**config.mk**
```make
export PLATFORM = sky130hd
export DESIGN_NAME = text_stream_reader_flat
export DESIGN_NICKNAME = d
export VERILOG_FILES = /design/src/rtl/text_stream_pkg.sv /design/src/rtl/text_stream_reader_if.sv /design/src/rtl/text_stream_fifo.sv /design/src/rtl/text_stream_reader.sv /design/src/flat_wrapper.sv
export SDC_FILE = /design/constraint.sdc
export NUM_CORES = 1
export LEC_CHECK = 0
export CAP_MARGIN = 0
export CORE_MARGIN = 1.5
export CORE_UTILIZATION = 45
export DETAILED_ROUTE_END_ITERATION = 8
export GPL_ROUTABILITY_DRIVEN = 1
export PLACE_DENSITY = 0.72
export REMOVE_ABC_BUFFERS = 1
export SYNTH_ARGS = -nofsm -noshare
export SYNTH_HDL_FRONTEND = slang
export SYNTH_SLANG_ARGS = --single-unit
```
**constraint.sdc**
```tcl
create_clock -name clk -period 2.12 [get_ports clk]
set_clock_uncertainty 0.1 [all_clocks]
set_input_delay 0.212 -clock clk [delete_from_list [all_inputs] [get_ports clk]]
set_output_delay 0.212 -clock clk [all_outputs]
set_load 0.01 [all_outputs]
```
**src/rtl/text_stream_pkg.sv**
```systemverilog
// Shared types and helpers for the text stream reader: FSM states, NUL character, count widths.
package text_stream_pkg;

  typedef enum logic [1:0] {
    IDLE,
    FETCH,
    DRAIN,
    DONE
  } ts_state_e;

  localparam logic [7:0] NUL_CHAR = 8'h00;

  // Width able to hold the values 0..depth inclusive.
  function automatic int unsigned count_width(input int unsigned depth);
    return $clog2(depth + 1);
  endfunction

endpackage

```
**src/rtl/text_stream_reader_if.sv**
```systemverilog
// Character output stream of the text stream reader (valid/ready, producer is master).
interface text_stream_reader_if #(
  parameter int DW = 8
) ();

  logic [DW-1:0] out_data;
  logic          out_valid;
  logic          out_ready;

  modport master (output out_data, output out_valid, input out_ready);
  modport slave  (input out_data, input out_valid, output out_ready);

endinterface

```
**src/rtl/text_stream_fifo.sv**
```systemverilog
// Synchronous DW x DEPTH FIFO with occupancy count and same-cycle push/pop; head is combinational.
module text_stream_fifo
  import text_stream_pkg::*;
#(
  parameter int DW    = 8,
  parameter int DEPTH = 4,
  localparam int CW   = count_width(DEPTH)
) (
  input  logic          clk,
  input  logic          reset,
  input  logic          push,
  input  logic [DW-1:0] push_data,
  input  logic          pop,
  output logic [DW-1:0] head_data,
  output logic [CW-1:0] count,
  output logic          empty
);

  localparam int PW = $clog2(DEPTH);

  logic [DW-1:0] mem [DEPTH];
  logic [PW-1:0] wr_ptr;
  logic [PW-1:0] rd_ptr;

  always_ff @(posedge clk) begin
    if (reset) begin
      wr_ptr <= '0;
      rd_ptr <= '0;
      count  <= '0;
    end else begin
      if (push) wr_ptr <= wr_ptr + 1'b1;
      if (pop)  rd_ptr <= rd_ptr + 1'b1;
      if (push && !pop)      count <= count + 1'b1;
      else if (pop && !push) count <= count - 1'b1;
    end
  end

  always_ff @(posedge clk) begin
    if (push) mem[wr_ptr] <= push_data;
  end

  assign empty = (count == '0);
  // Storage is not reset, so an empty FIFO presents zero rather than stale contents.
  assign head_data = empty ? '0 : mem[rd_ptr];

endmodule

```
**src/rtl/text_stream_reader.sv**
```systemverilog
// Streams a string from a synchronous text ROM onto a valid/ready character output.
// Optional: define TEXT_STREAM_NUL_STOP_EN to end a string early at a returned 0 character.
module text_stream_reader
  import text_stream_pkg::*;
#(
  parameter int AW         = 11,
  parameter int LW         = 11,
  parameter int DW         = 8,
  parameter int ROM_LAT    = 1,
  parameter int FIFO_DEPTH = 4
) (
  input  logic                 clk,
  input  logic                 reset,
  input  logic                 start,
  input  logic [AW-1:0]        start_addr,
  input  logic [LW-1:0]        start_len,
  output logic                 busy,
  output logic                 done,
  output logic                 rom_en,
  output logic [AW-1:0]        rom_addr,
  input  logic [DW-1:0]        rom_data,
  text_stream_reader_if.master out_if
);

  localparam int CW = count_width(FIFO_DEPTH);

  ts_state_e     state;
  ts_state_e     state_nxt;
  logic [AW-1:0] addr;
  logic [LW-1:0] remaining;
  logic [ROM_LAT-1:0] tag;
  logic [CW-1:0] inflight;
  logic [CW-1:0] fifo_count;
  logic          fifo_empty;
  logic          arrive;
  logic          nul_hit;
  logic          push;
  logic          pop;

  assign arrive = tag[ROM_LAT-1];

`ifdef TEXT_STREAM_NUL_STOP_EN
  assign nul_hit = arrive && (rom_data == DW'(NUL_CHAR));
`else
  assign nul_hit = 1'b0;
`endif

  assign push             = arrive && !nul_hit;
  assign out_if.out_valid = !fifo_empty;
  assign pop              = out_if.out_valid && out_if.out_ready;
  assign busy             = (state != IDLE);
  assign rom_addr         = addr;

  always_comb begin
    inflight = '0;
    for (int unsigned i = 0; i < ROM_LAT; i++) inflight = inflight + CW'(tag[i]);
  end

  always_comb begin
    state_nxt = state;
    rom_en    = 1'b0;
    case (state)
      IDLE: begin
        if (start) state_nxt = (start_len == '0) ? DONE : FETCH;
      end
      FETCH: begin
        // Reads in flight plus buffered characters must always fit in the FIFO.
        rom_en = (remaining != '0) && !nul_hit &&
                 (({1'b0, inflight} + {1'b0, fifo_count}) < (CW+1)'(FIFO_DEPTH));
        if (nul_hit || remaining == '0) state_nxt = DRAIN;
      end
      DRAIN: begin
        if (inflight == '0 && fifo_empty) state_nxt = DONE;
      end
      DONE:    state_nxt = IDLE;
      default: state_nxt = IDLE;
    endcase
  end

  always_ff @(posedge clk) begin
    if (reset) begin
      state     <= IDLE;
      addr      <= '0;
      remaining <= '0;
      tag       <= '0;
      done      <= 1'b0;
    end else begin
      state <= state_nxt;
      done  <= (state == DONE);
      if (state == IDLE && start) begin
        addr      <= start_addr;
        remaining <= start_len;
      end else if (rom_en) begin
        addr      <= addr + 1'b1;
        remaining <= remaining - 1'b1;
      end
      if (nul_hit) begin
        remaining <= '0;
        tag       <= '0;
      end else begin
        tag <= ROM_LAT'({tag, rom_en});
      end
    end
  end

  text_stream_fifo #(
    .DW    (DW),
    .DEPTH (FIFO_DEPTH)
  ) u_fifo (
    .clk       (clk),
    .reset     (reset),
    .push      (push),
    .push_data (rom_data),
    .pop       (pop),
    .head_data (out_if.out_data),
    .count     (fifo_count),
    .empty     (fifo_empty)
  );

endmodule
```
**src/flat_wrapper.sv**
```systemverilog
// flat-port wrapper written by rule: the top's interface ports become plain ports
module text_stream_reader_flat import text_stream_pkg::*;
#(
  parameter int AW         = 11,
  parameter int LW         = 11,
  parameter int DW         = 8,
  parameter int ROM_LAT    = 1,
  parameter int FIFO_DEPTH = 4
)
  (clk, reset, start, start_addr, start_len, busy, done, rom_en, rom_addr, rom_data, out_if_out_data, out_if_out_valid, out_if_out_ready);
  text_stream_reader_if #(.DW(DW)) out_if_i ();
  input  logic clk;
  input  logic reset;
  input  logic start;
  input  logic [AW-1:0] start_addr;
  input  logic [LW-1:0] start_len;
  output logic busy;
  output logic done;
  output logic rom_en;
  output logic [AW-1:0] rom_addr;
  input  logic [DW-1:0] rom_data;
  output wire logic [$bits(out_if_i.out_data)-1:0] out_if_out_data;
  output wire logic [$bits(out_if_i.out_valid)-1:0] out_if_out_valid;
  input wire logic [$bits(out_if_i.out_ready)-1:0] out_if_out_ready;
  assign out_if_out_data = out_if_i.out_data;
  assign out_if_out_valid = out_if_i.out_valid;
  assign out_if_i.out_ready = out_if_out_ready;
  text_stream_reader #(.AW(AW), .LW(LW), .DW(DW), .ROM_LAT(ROM_LAT), .FIFO_DEPTH(FIFO_DEPTH)) u_core (.clk(clk), .reset(reset), .start(start), .start_addr(start_addr), .start_len(start_len), .busy(busy), .done(done), .rom_en(rom_en), .rom_addr(rom_addr), .rom_data(rom_data), .out_if(out_if_i));
endmodule
```
* Word level (Yosys, flattened, before mapping)
Memories as Yosys holds them, arrays and structs flattened. A register that Yosys moved wholly into a read port is not among the register bits.
Index checks and enable logic that the tools add are counted.
** Word-level totals
- Memory bits (writable) :: 32
- Register bits after elaboration :: 33
- Output and inout port bits :: 23
- Word-level logic and storage cells :: 59
- Memories :: 1
** Operators by class
- Reduce and logical (&&, ||, !) cells :: 19
- Eq/ne operators :: 6
- Muxes and demuxes :: 17
- Add/subtract/negate cells :: 7
- $lt $le $gt $ge :: 1
** Memories
- u_core.u_fifo.mem :: depth 4, bits a word 8, rd ports 1, clocked after Yosys merged registers in 1, write ports 1, line text_stream_fifo.sv:21 : logic [DW-1:0] mem [DEPTH];
** Operators by type and width (count)
- $mux W11 :: 4
- $logic_not A11 Y1 :: 2
- $mux W2 :: 6
- $add A11 B1 Y11 const B :: 1
- $reduce_bool A11 Y1 :: 1
- $sub A11 B1 Y11 const B :: 1
- $mux W8 :: 1
- $pmux W2 S4 :: 1
- $logic_and A1 B1 Y1 :: 6
- $logic_not A3 Y1 :: 2
- $mux W3 :: 2
- $reduce_bool A2 Y1 :: 3
- $add A1 B3 Y4 :: 1
- $add A2 B1 Y2 const B :: 2
- $eq A2 B2 Y1 const B :: 2
- $lt A4 B3 Y1 const B :: 1
- $ne A2 B1 Y1 const B :: 2
- $add A3 B1 Y3 const B :: 1
- $logic_not A1 Y1 :: 3
- $mux W1 :: 3
- $reduce_and A3 Y1 :: 1
- $sub A3 B1 Y3 const B :: 1
- $eq A2 B1 Y1 const B :: 1
- $logic_not A2 Y1 :: 1
- $ne A2 B2 Y1 const B :: 1

* Longest topological paths before layout
- Word-level depth :: 6
- Depth in mapped cells :: 8
- Gate-level depth less buffers :: 8

* Hierarchy
Synthesis repeated with hierarchy kept, for this count alone.
** Unflattened totals
- Cells, all modules :: 285
- Area total of the unflattened synthesis :: 3224.3 µm²
** By module, submodules not included
- text_stream_fifo :: seq. area each 1141.1 µm², instances 1, cells an instance 93, area an instance 1634.1 µm²
- text_stream_reader :: seq. area each 520.5 µm², instances 1, cells an instance 192, area an instance 1590.3 µm²

* Least setup slack after synthesis
Ideal clock, no wire load.
- Kind :: register to register
- Start :: register u_core.u_fifo.count[0]
- End :: register u_core.u_fifo.count[2]
- Data arrival time :: 1.981 ns
- Buffers on the path :: 0
- Clock period less this slack :: 2.152 ns
- Stages on the path, launching flop included :: 9
- Data required time :: 1.949 ns
- Slack :: -0.032 ns
- Cells stage by stage :: dfxtp_1 or3_1 nand2_1 ha_1 inv_1 fa_1 xor2_1 or3_1 a21oi_1
** On the way
- Word-level cells in the longest chain between the ends :: 6
- Elaborated cells on any way between the ends :: 11
- Those cells by class :: add/sub (2); mux (2); reduce/logical (7)
** RTL lines
- from (decl) :: line text_stream_fifo.sv:15 : output logic [CW-1:0] count,
- from (signal assigned) :: line text_stream_fifo.sv:33 : if (push && !pop) count <= count + 1'b1;
- from (signal assigned) :: line text_stream_fifo.sv:34 : else if (pop && !push) count <= count - 1'b1;
- branches (longest 6 deep; another with $sub A3 B1 Y3)
Several ways; the timed one is not identified. The select of a mux whose other input is x is not followed.
A chain may end at the register's enable or synchronous reset.

* Worst setup path in the final report
- Start :: register u_core.u_fifo.count[0]
- End :: register u_core.remaining[8]
** On the way
- Word-level cells in the longest chain between the ends :: 5
** RTL lines
- $add A1 B3 Y4 :: line text_stream_reader.sv:69 : (({1'b0, inflight} + {1'b0, fifo_count}) < (CW+1)'(FIFO_DEPTH));
- $lt A4 B3 Y1 :: line text_stream_reader.sv:69
- $logic_and A1 B1 Y1 :: line text_stream_reader.sv:68 : rom_en = (remaining != '0) && !nul_hit &&
- $mux W1 :: line text_stream_reader.sv:62 : case (state)
- $reduce_bool A2 Y1 (no source line)
- to (signal assigned) :: line text_stream_reader.sv:92 : remaining <= start_len;
- to (signal assigned) :: line text_stream_reader.sv:95 : remaining <= remaining - 1'b1;
- to (decl) :: line text_stream_reader.sv:30 : logic [LW-1:0] remaining;
No other way between the ends.

==> impl_metrics.toml <==
[placed_design]
hpwl_mm = 5.296
dp_slack_ns = -0.08185
io_buffers = 56
routabilityCongestion = 0.8263
dpl-instance-area_sq_um = 4100

[floorplanning]
pin_count = 57
start_util_pct = 47.10
row_count = 30
dieArea_sq_um = 7748
die_h_um = 88.03
fp.dieW_um = 88.03
core_area_sq_um = 6907

[timing]
slew_headroom_pct = 63.91
clock.fmax_ghz = 0.4793
rsz0062_at_grt = "yes"
period_needed_ns = 2.086
worst_slack_ns = 0.03375
tightest_slew_ns = 0.5364
drv_slew = 0
finalHoldViolations = 0
setup_tns_ns = 0
finalCritPeriodShare_pct = 98.41
setup_viol = 0

[layout]
design_area_sq_um = 4466
fin_nets = 423
antenna_cells = 0
final_layout_size_suffix_gt1_share_pct = 21.78
area_growth_pct = 37.27

[clock_network]
insertion_delay_ns = 0.35
clkTransAtPathRegs_ns = 0.08
htree_levels = 3
root_buffer = "clkbuf_8"
cts_tree = "done"
clock_sinks = 67
clock_tree.buffer_depth = 2
cts_buffers = 9
hold_buffers = 0

[synth]
yosys_warnings = 0
synthTopCellsByArea = "edfxtp_1 30%, dfxtp_1 22%, mux4_2 5.5%"
yosysTopAreaCell = "edfxtp_1"
synthArstFlopShare_pct = 0
synthCells = 298
yosysSeqAreaShare_pct = 51.08
synth.top_cell.area_share_pct = 29.54
synth.most_common_cell = "dfxtp_1"
syn_area_sq_um = 3253
ys_top_cells_by_count = "35 x dfxtp_1, 32 x edfxtp_1, 24 x nor2_1"
ys.flop_type = "dfxtp_1"
synth-edff-count = 32
avgSynthCellArea_sq_um = 10.92
ys_ff_latch = 67
synth.distinct_cells = 46

[power_and_ir_drop]
power.internal_mw = 3.557
swShare_pct = 34.58
p_comb_share_pct = 42.8
clkPwrFrac_pct = 24.3
powerDensity_nw_per_um2 = 1218
vdd_drop_max_uv = 667.7
power_mw = 5.438
p_seq_share_pct = 32.9
p_leak_nw = 1.578
p_sw_mw = 1.881

[worst_setup_path]
worstPathRequired_ns = 2.28
critical_path.max_fanout = 5
worst_setup_path_end_kind = "flip-flop"
criticalPathCategory = "flip-flop to flip-flop"
start_kind = "flip-flop"
reg2reg_depth = 5
arrival_ns = 2.25

[detailed_routing]
vias_per_cell = 5.625
wl_per_cell_um = 16.02
routed-via-count = 2683
wl_mm = 7.643
drcViolationCount = 0
drtIter0Drc = 112
drt_first_pass_iters = 4
ant_nets = 0

[min_path]
worstHoldPathCells = 3
hp-class = "input port to flip-flop"

[job]
maxCapViolations = 0

[global_route]
grt_overflow_total = 0
grt_pass1_vias = 2669
grt_max_degree = 27
antenna_found_initial = 0
grt.total_usage_pct = 21.05
grt_pass1_wl_mm = 12.47

[status]
outcome = "completed"
## cells in the final DEF (no fill, tap or decap), types with 7 or more instances in the layout
cell type	n
o31ai_1	8
clkbuf_8	9
dfxtp_1	32
and2_1	13
ha_1	9
o21ai_0	17
mux4_2	8
a311oi_1	7
buf_4	27
edfxtp_1	32
nor2_1	24
inv_1	10
nand2_1	11
clkdlybuf4s50_1	47
nor3_1	8
nand3_1	13
or4_1	9
## timing repair
action                     CTS  global route
pin swaps                    4             4
setup endpoints to repair   10            24
resized for setup           13            28
buffers inserted             1             1
gates cloned                 0             0
hold endpoints to repair     0             0
## area by class of cell
| class | count | area (sq um) |
|---|---|---|
| multi-input cells | 201 | 1585 |
| well taps | 96 | 120.1 |
| clock buffers | 9 | 123.9 |
| flip-flops and latches | 67 | 1665 |
| inverters | 11 | 41.29 |
| repair buffers | 86 | 805.8 |
| clock inverters | 7 | 123.9 |
| fillers | 558 | 2441 |
## layer usage
layer	global-route usage, %	share of wire [%]	up-vias
li1	-	-	1295
met4	10.23	2.1	0
met2	35.18	49	74
met1	26.47	45	1301
met3	3.582	3.8	13
met5	0	0	-
## power groups by stage
stage	clock, mW	sequential [mW]	combinational [mW]
after floorplan	0	1.83	1.13
final	1.32	1.79	2.33
after detailed placement	0	1.80	2.18
after CTS	1.34	1.77	2.16
after global placement	0	1.78	2.15
after global routing	1.39	1.82	2.55
## worst paths after layout
path / startpoint / slack [ns] / endpoint
max: u_core.u_fifo.count[0] / 0.03 / u_core.remaining[8]
min reg2reg: u_core.rom_addr[8] / 0.42 / u_core.rom_addr[8]
min: start_len[10] / 0.37 / u_core.remaining[10]
max reg2reg: u_core.u_fifo.count[0] / 0.03 / u_core.remaining[8]
## critical path, stage by stage, from the launching register on
cell and delay, ns:
dfxtp_1 0.31, buf_4 0.15, and3_1 0.22, or4_4 0.55
or4_1 0.40, a311oi_1 0.25
## through the flow
stage | util (%) | cells | hold WS, ns
6_report | 64.66 | 477 | 0.3685
5_1_grt | 64.66 | 477 | 0.3721
4_1_cts | 63.03 | 476 | 0.3571
3_5_place_dp | 59.37 | 459 | 0.4094
3_3_place_gp | 59.37 | 459 | 0.4008
2_1_floorplan | - | 279 | 0.1811
## kinds of logic (layout without fill, tap and decap cells)
logic type / Yosys count / after routing / share of synthesized area (%)
buffers and inverters: 30 / 113 / 3.654
and+or+nand+nor: 114 / 114 / 19.69
xor gates and xnor gates: 5 / 5 / 1.346
DFF: 67 / 67 / 51.08
adders and majority gates: 13 / 13 / 5.231
muxes: 10 / 10 / 6.154
AOI/OAI and AO/OA: 59 / 59 / 12.85
## registers in the layout, summed over array words and instances, names as in the netlist, named ones only
register / cells
u_core.remaining: 11
u_core.u_fifo.count: 3
u_core.u_fifo.mem: 32
u_core.done: 1
u_core.u_fifo.rd_ptr: 2
u_core.u_fifo.wr_ptr: 2
u_core.rom_addr: 11
u_core.state: 2
u_core.arrive: 1
(Power assumes the default switching activity.)
==> edit 1 (same flow settings) <==
Add a define of `TEXT_STREAM_NUL_STOP_EN`.
--- a/src/rtl/text_stream_reader.sv
+++ b/src/rtl/text_stream_reader.sv
@@ -1,5 +1,7 @@
 // Streams a string from a synchronous text ROM onto a valid/ready character output.
 // Optional: define TEXT_STREAM_NUL_STOP_EN to end a string early at a returned 0 character.
+`define TEXT_STREAM_NUL_STOP_EN
+
 module text_stream_reader
   import text_stream_pkg::*;
 #(
Check against the original RTL: not equivalent (a bounded check fails within 4 cycles, from zero or initial values and one cycle with reset high).
==> edit 1 against the original RTL <==
The flow now finishes with violations (setup timing); sequential power rose by 5%; total power grew 11%; hold slack worse by 0.25 ns; combinational power increased by 18%; setup slack got worse by 0.085 ns; first-iteration DRC count fell by 23%; global-route usage increased by 0.21 points; final area rose by 1.4%; critical path type is now reg2out; synthesized cell count fell by 3.0%; largest power group unchanged; routed wire length shrank 2.5%; clock power increased by 6%; sequential cell count stayed put; area after synthesis shrank 1.4%.
==> edit 1: results (changes against the original RTL) <==
[status]
status = complete, but fails checks
violations = setup timing

[routing]
wl_met3_um = 370  ; +28%
wl_per_cell_um = 15.4  ; -4.1%
met2_length_um = 3800  ; +1.2%
viasPerCell = 5.33  ; -5.2%
routedLengthMet1_um = 3200  ; -6.9%

[setup_path]
reg2reg_depth = 8  ; +3
slowest_stage = or3_4
crit_arrival_ns = 1.86  ; -0.39 ns
endpoint = rom_en
max_stage_delay_ns = 0.38  ; -0.17 ns

[global_route]
grt_max_degree = 31  ; +15%
grt_pass1_wl_um = 12300  ; -1.1%
use_met1_pct = 26.0  ; -0.45 points
use_met3_pct = 3.89  ; +0.30 points
grt_pass1_vias = 2597  ; -2.7%
grt_util_met2_pct = 37.5  ; +2.3 points

[synth]
ys_top_cells_by_count = dfxtp_1, edfxtp_1, nor2_1, o21ai_0
yosysUniqueCellTypes = 43  ; -6.5%
yosys-top-cells-area = edfxtp_1, dfxtp_1, mux4_2
netlist_instances = 289  ; -3.0%

[layout]
final_cells = 485  ; +1.7%
drive_gt1_share_pct = 22.6  ; +0.84 points

[sta]
fin_tns_setup_ns = -0.157  ; -0.157 ns
worst_slack_ns = -0.0515  ; -0.0852 ns
setup_violations = 5  ; +5

[power]
max-vdd-ir-drop_v = 0.000726  ; +8.7%

[placement]
dp_hpwl_um = 5210  ; -1.6%

## edit 1: cell count changes after synthesis, moves of 4 or more
cell,unedited run,this run
a21oi_1,3,11
or4_1,10,6
clkbuf_1,16,10
a311oi_1,12,5
nand2_1,13,9
xnor2_1,1,12
nor4_1,5,12
## edit 1: how the worst min path moves through the flow
stage | start | to | slack, ns | depth (start not counted)
2_1_floorplan | reset | u_core.u_fifo.count[2] | 0.18 | 1
3_3_place_gp | u_core.rom_addr[10] | u_core.rom_addr[10] | 0.40 | 2
3_5_place_dp | u_core.rom_addr[10] | u_core.rom_addr[10] | 0.41 | 2
4_1_cts | rom_data[5] | u_core.u_fifo.mem[1][5] | 0.21 | 1
5_1_grt | rom_data[0] | u_core.u_fifo.mem[3][0] | 0.11 | 1
6_report | rom_data[0] | u_core.u_fifo.mem[3][0] | 0.11 | 1
## edit 1: power breakdown
| part | switching (mW) | leakage, nW | internal (mW) |
|---|---|---|---|
| combinational | 1.27 | 0.943 | 1.48 |
| sequential | 0.256 | 0.578 | 1.62 |
| clock | 0.493 | 0.131 | 0.905 |
| total | 2.02 | 1.65 | 4.01 |
## edit 1: cells by family (layout without fill, tap and decap cells)
group / after synthesis / after routing / share of synthesized area, %
compound gates: 52 / 52 / 10.8
xor+xnor: 15 / 15 / 4.10
fa+ha+maj: 14 / 14 / 5.70
buf+inv: 27 / 126 / 3.47
flops: 67 / 67 / 51.8
mux: 8 / 8 / 5.62
simple gates: 106 / 107 / 18.5
## edit 1: final cells by class
class	instances	area [µm²]
clock buffer	10	128
clock inverter	6	138
fill	544	2300
inverter	13	48.8
multi-input combinational	196	1530
sequential	67	1670
tap	96	120
timing repair buffer	97	898
## edit 1: timing repair
item,CTS,global route
gates cloned,1,0
setup buffers,3,1
gates resized for setup,31,19
endpoints found under the setup margin,20,21
pin swaps,15,11
==> edit 2 (config.mk and constraints unchanged) <==
Without the edit above. Reset style: asynchronous (`reset`), changed in 2 clocked blocks.
--- a/src/rtl/text_stream_fifo.sv
+++ b/src/rtl/text_stream_fifo.sv
@@ -22,7 +22,7 @@
   logic [PW-1:0] wr_ptr;
   logic [PW-1:0] rd_ptr;
 
-  always_ff @(posedge clk) begin
+  always_ff @(posedge clk or posedge reset) begin
     if (reset) begin
       wr_ptr <= '0;
       rd_ptr <= '0;
--- a/src/rtl/text_stream_reader.sv
+++ b/src/rtl/text_stream_reader.sv
@@ -77,7 +77,7 @@
     endcase
   end
 
-  always_ff @(posedge clk) begin
+  always_ff @(posedge clk or posedge reset) begin
     if (reset) begin
       state     <= IDLE;
       addr      <= '0;
Function: differs if reset is asserted again (counterexample within 4 cycles, from zero or initial values and one cycle with reset high); with reset held inactive, the same outputs for 10 cycles.
==> edit 2 against the original RTL <==
The flow now finishes with violations (setup timing); setup slack worse by 0.24 ns; cell count is 5.7% lower; total power is 9.4% higher; routed wire length is 9.4% lower; utilization is 0.43 points lower; area after synthesis is 0.62% lower; hold slack worse by 0.21 ns; final area is 1.2% lower; sequential cell count is 2 lower.
==> edit 2: results (changes against the original RTL) <==
[synth]
netlist_instances = 266  ; -11%
async_flop_share_pct = 50.8  ; +51 points
yosysUniqueCellTypes = 41  ; -11%
yosysSeqAreaShare_pct = 55.3  ; +4.2 points
ys_top_cells_by_count = dfrtp_1, edfxtp_1, nor2_1, a31oi_1, or4_1

[power]
power_leakage_nw = 1.67  ; +5.7%
max-vdd-ir-drop_v = 0.000693  ; +3.8%

[setup_path]
reg2reg_depth = 7  ; +2
r2r_start = u_core.remaining[0]
r2r-end = u_core.remaining[8]
crit_arrival_ns = 2.46  ; +0.21 ns

[placement]
place_inst = 426  ; -7.2%
placed_area_mm2 = 0.00405  ; -1.3%
dp_hpwl_um = 4720  ; -11%

[layout]
nFillCells = 553  ; -0.90%
drive_gt1_share_pct = 25.4  ; +3.6 points
nNetsFinal = 396  ; -6.4%

[clock_tree]
clockRootBuffer = clkbuf_8

[global_route]
grt_max_degree = 41  ; +52%
grt_pass1_wl_um = 11300  ; -9.0%
grt_use_total_pct = 19.6  ; -1.5 points

[sta]
holdWs_ns = 0.158  ; -0.211 ns
worst_pin_slew_ns = 0.448  ; -0.0887 ns
fin_tns_setup_ns = -1.38  ; -1.38 ns
worst_slack_ns = -0.205  ; -0.238 ns
setup_violations = 18  ; +18

[routing]
finalWirelength_um = 6930  ; -9.4%
via_count = 2466  ; -8.1%

[status]
status = complete, but fails checks
violations = setup timing

==> edit 2: changes by cell type in the layout (fill, tap and decap cells not counted), moves of 8 or more <==
| cell | change |
|---|---|
| dfrtp_1 | +32 |
| dfxtp_1 | -32 |
| a31oi_1 | +14 |
| o21ai_0 | -14 |
| nand3_1 | -9 |
| buf_6 | +8 |
==> edit 2: area by class of cell <==
type / count / area, µm² / share of cell area, %
clock inverters: 7 / 61.3 / 1.39
flip-flops and latches: 65 / 1790 / 40.5
well taps: 96 / 120 / 2.72
clock buffers: 9 / 124 / 2.81
inverters: 13 / 48.8 / 1.11
repair buffers: 87 / 851 / 19.3
multi-input cells: 173 / 1420 / 32.2
==> edit 2: cells by family after synthesis <==
family	count (synthesis)	synth area share [%]
XOR/XNOR	6	1.63
flip-flops	65	55.3
AND/OR/NAND/NOR	95	17.3
adder cells (fa/ha/maj)	13	5.26
AO/OA/AOI/OAI	48	10.1
buffers and inverters	28	3.95
multiplexers	11	6.54
==> edit 2: power by group <==
group          switching, mW  internal (mW)
logic                   1.29           1.59
clock network          0.534          0.444
registers              0.353           1.75
total                   2.18           3.78
==> edit 2: timing repair <==
action	in CTS	in global routing
gates resized for setup	45	24
pin swaps	10	6
setup endpoints to repair	35	35
buffers inserted	6	3
==> edit 2: worst max-delay path by stage <==
stage                             start  depth (start not counted)  slack (ns)                   to
floorplan           u_core.remaining[0]                          6       -0.57      u_core.state[0]
global placement    u_core.remaining[0]                          6       -0.14               rom_en
detailed placement  u_core.remaining[0]                          6       -0.21               rom_en
CTS                 u_core.remaining[0]                          7       -0.24  u_core.remaining[8]
global route        u_core.remaining[0]                          7       -0.28  u_core.remaining[8]
finish              u_core.remaining[0]                          7       -0.20  u_core.remaining[8]
==> edit 2: critical path, cell delays in order, from the launching register on <==
cell and delay [ns]:
dfrtp_1 0.40, inv_2 0.08, ha_4 0.12, or4b_4 0.48
buf_6 0.14, or4_4 0.41, o31a_1 0.25, o31a_1 0.23
==> edit 2: layer usage <==
| metal | GRT usage [%] | share of wire, % | vias to the layer above |
|---|---|---|---|
| li1 | - | - | 1185 |
| met1 | 26.2 | 45 | 1204 |
| met3 | 5.28 | 3.7 | 10 |
| met2 | 30.6 | 49 | 67 |
| met5 | 0 | 0 | - |
| met4 | 7.50 | 1.6 | 0 |
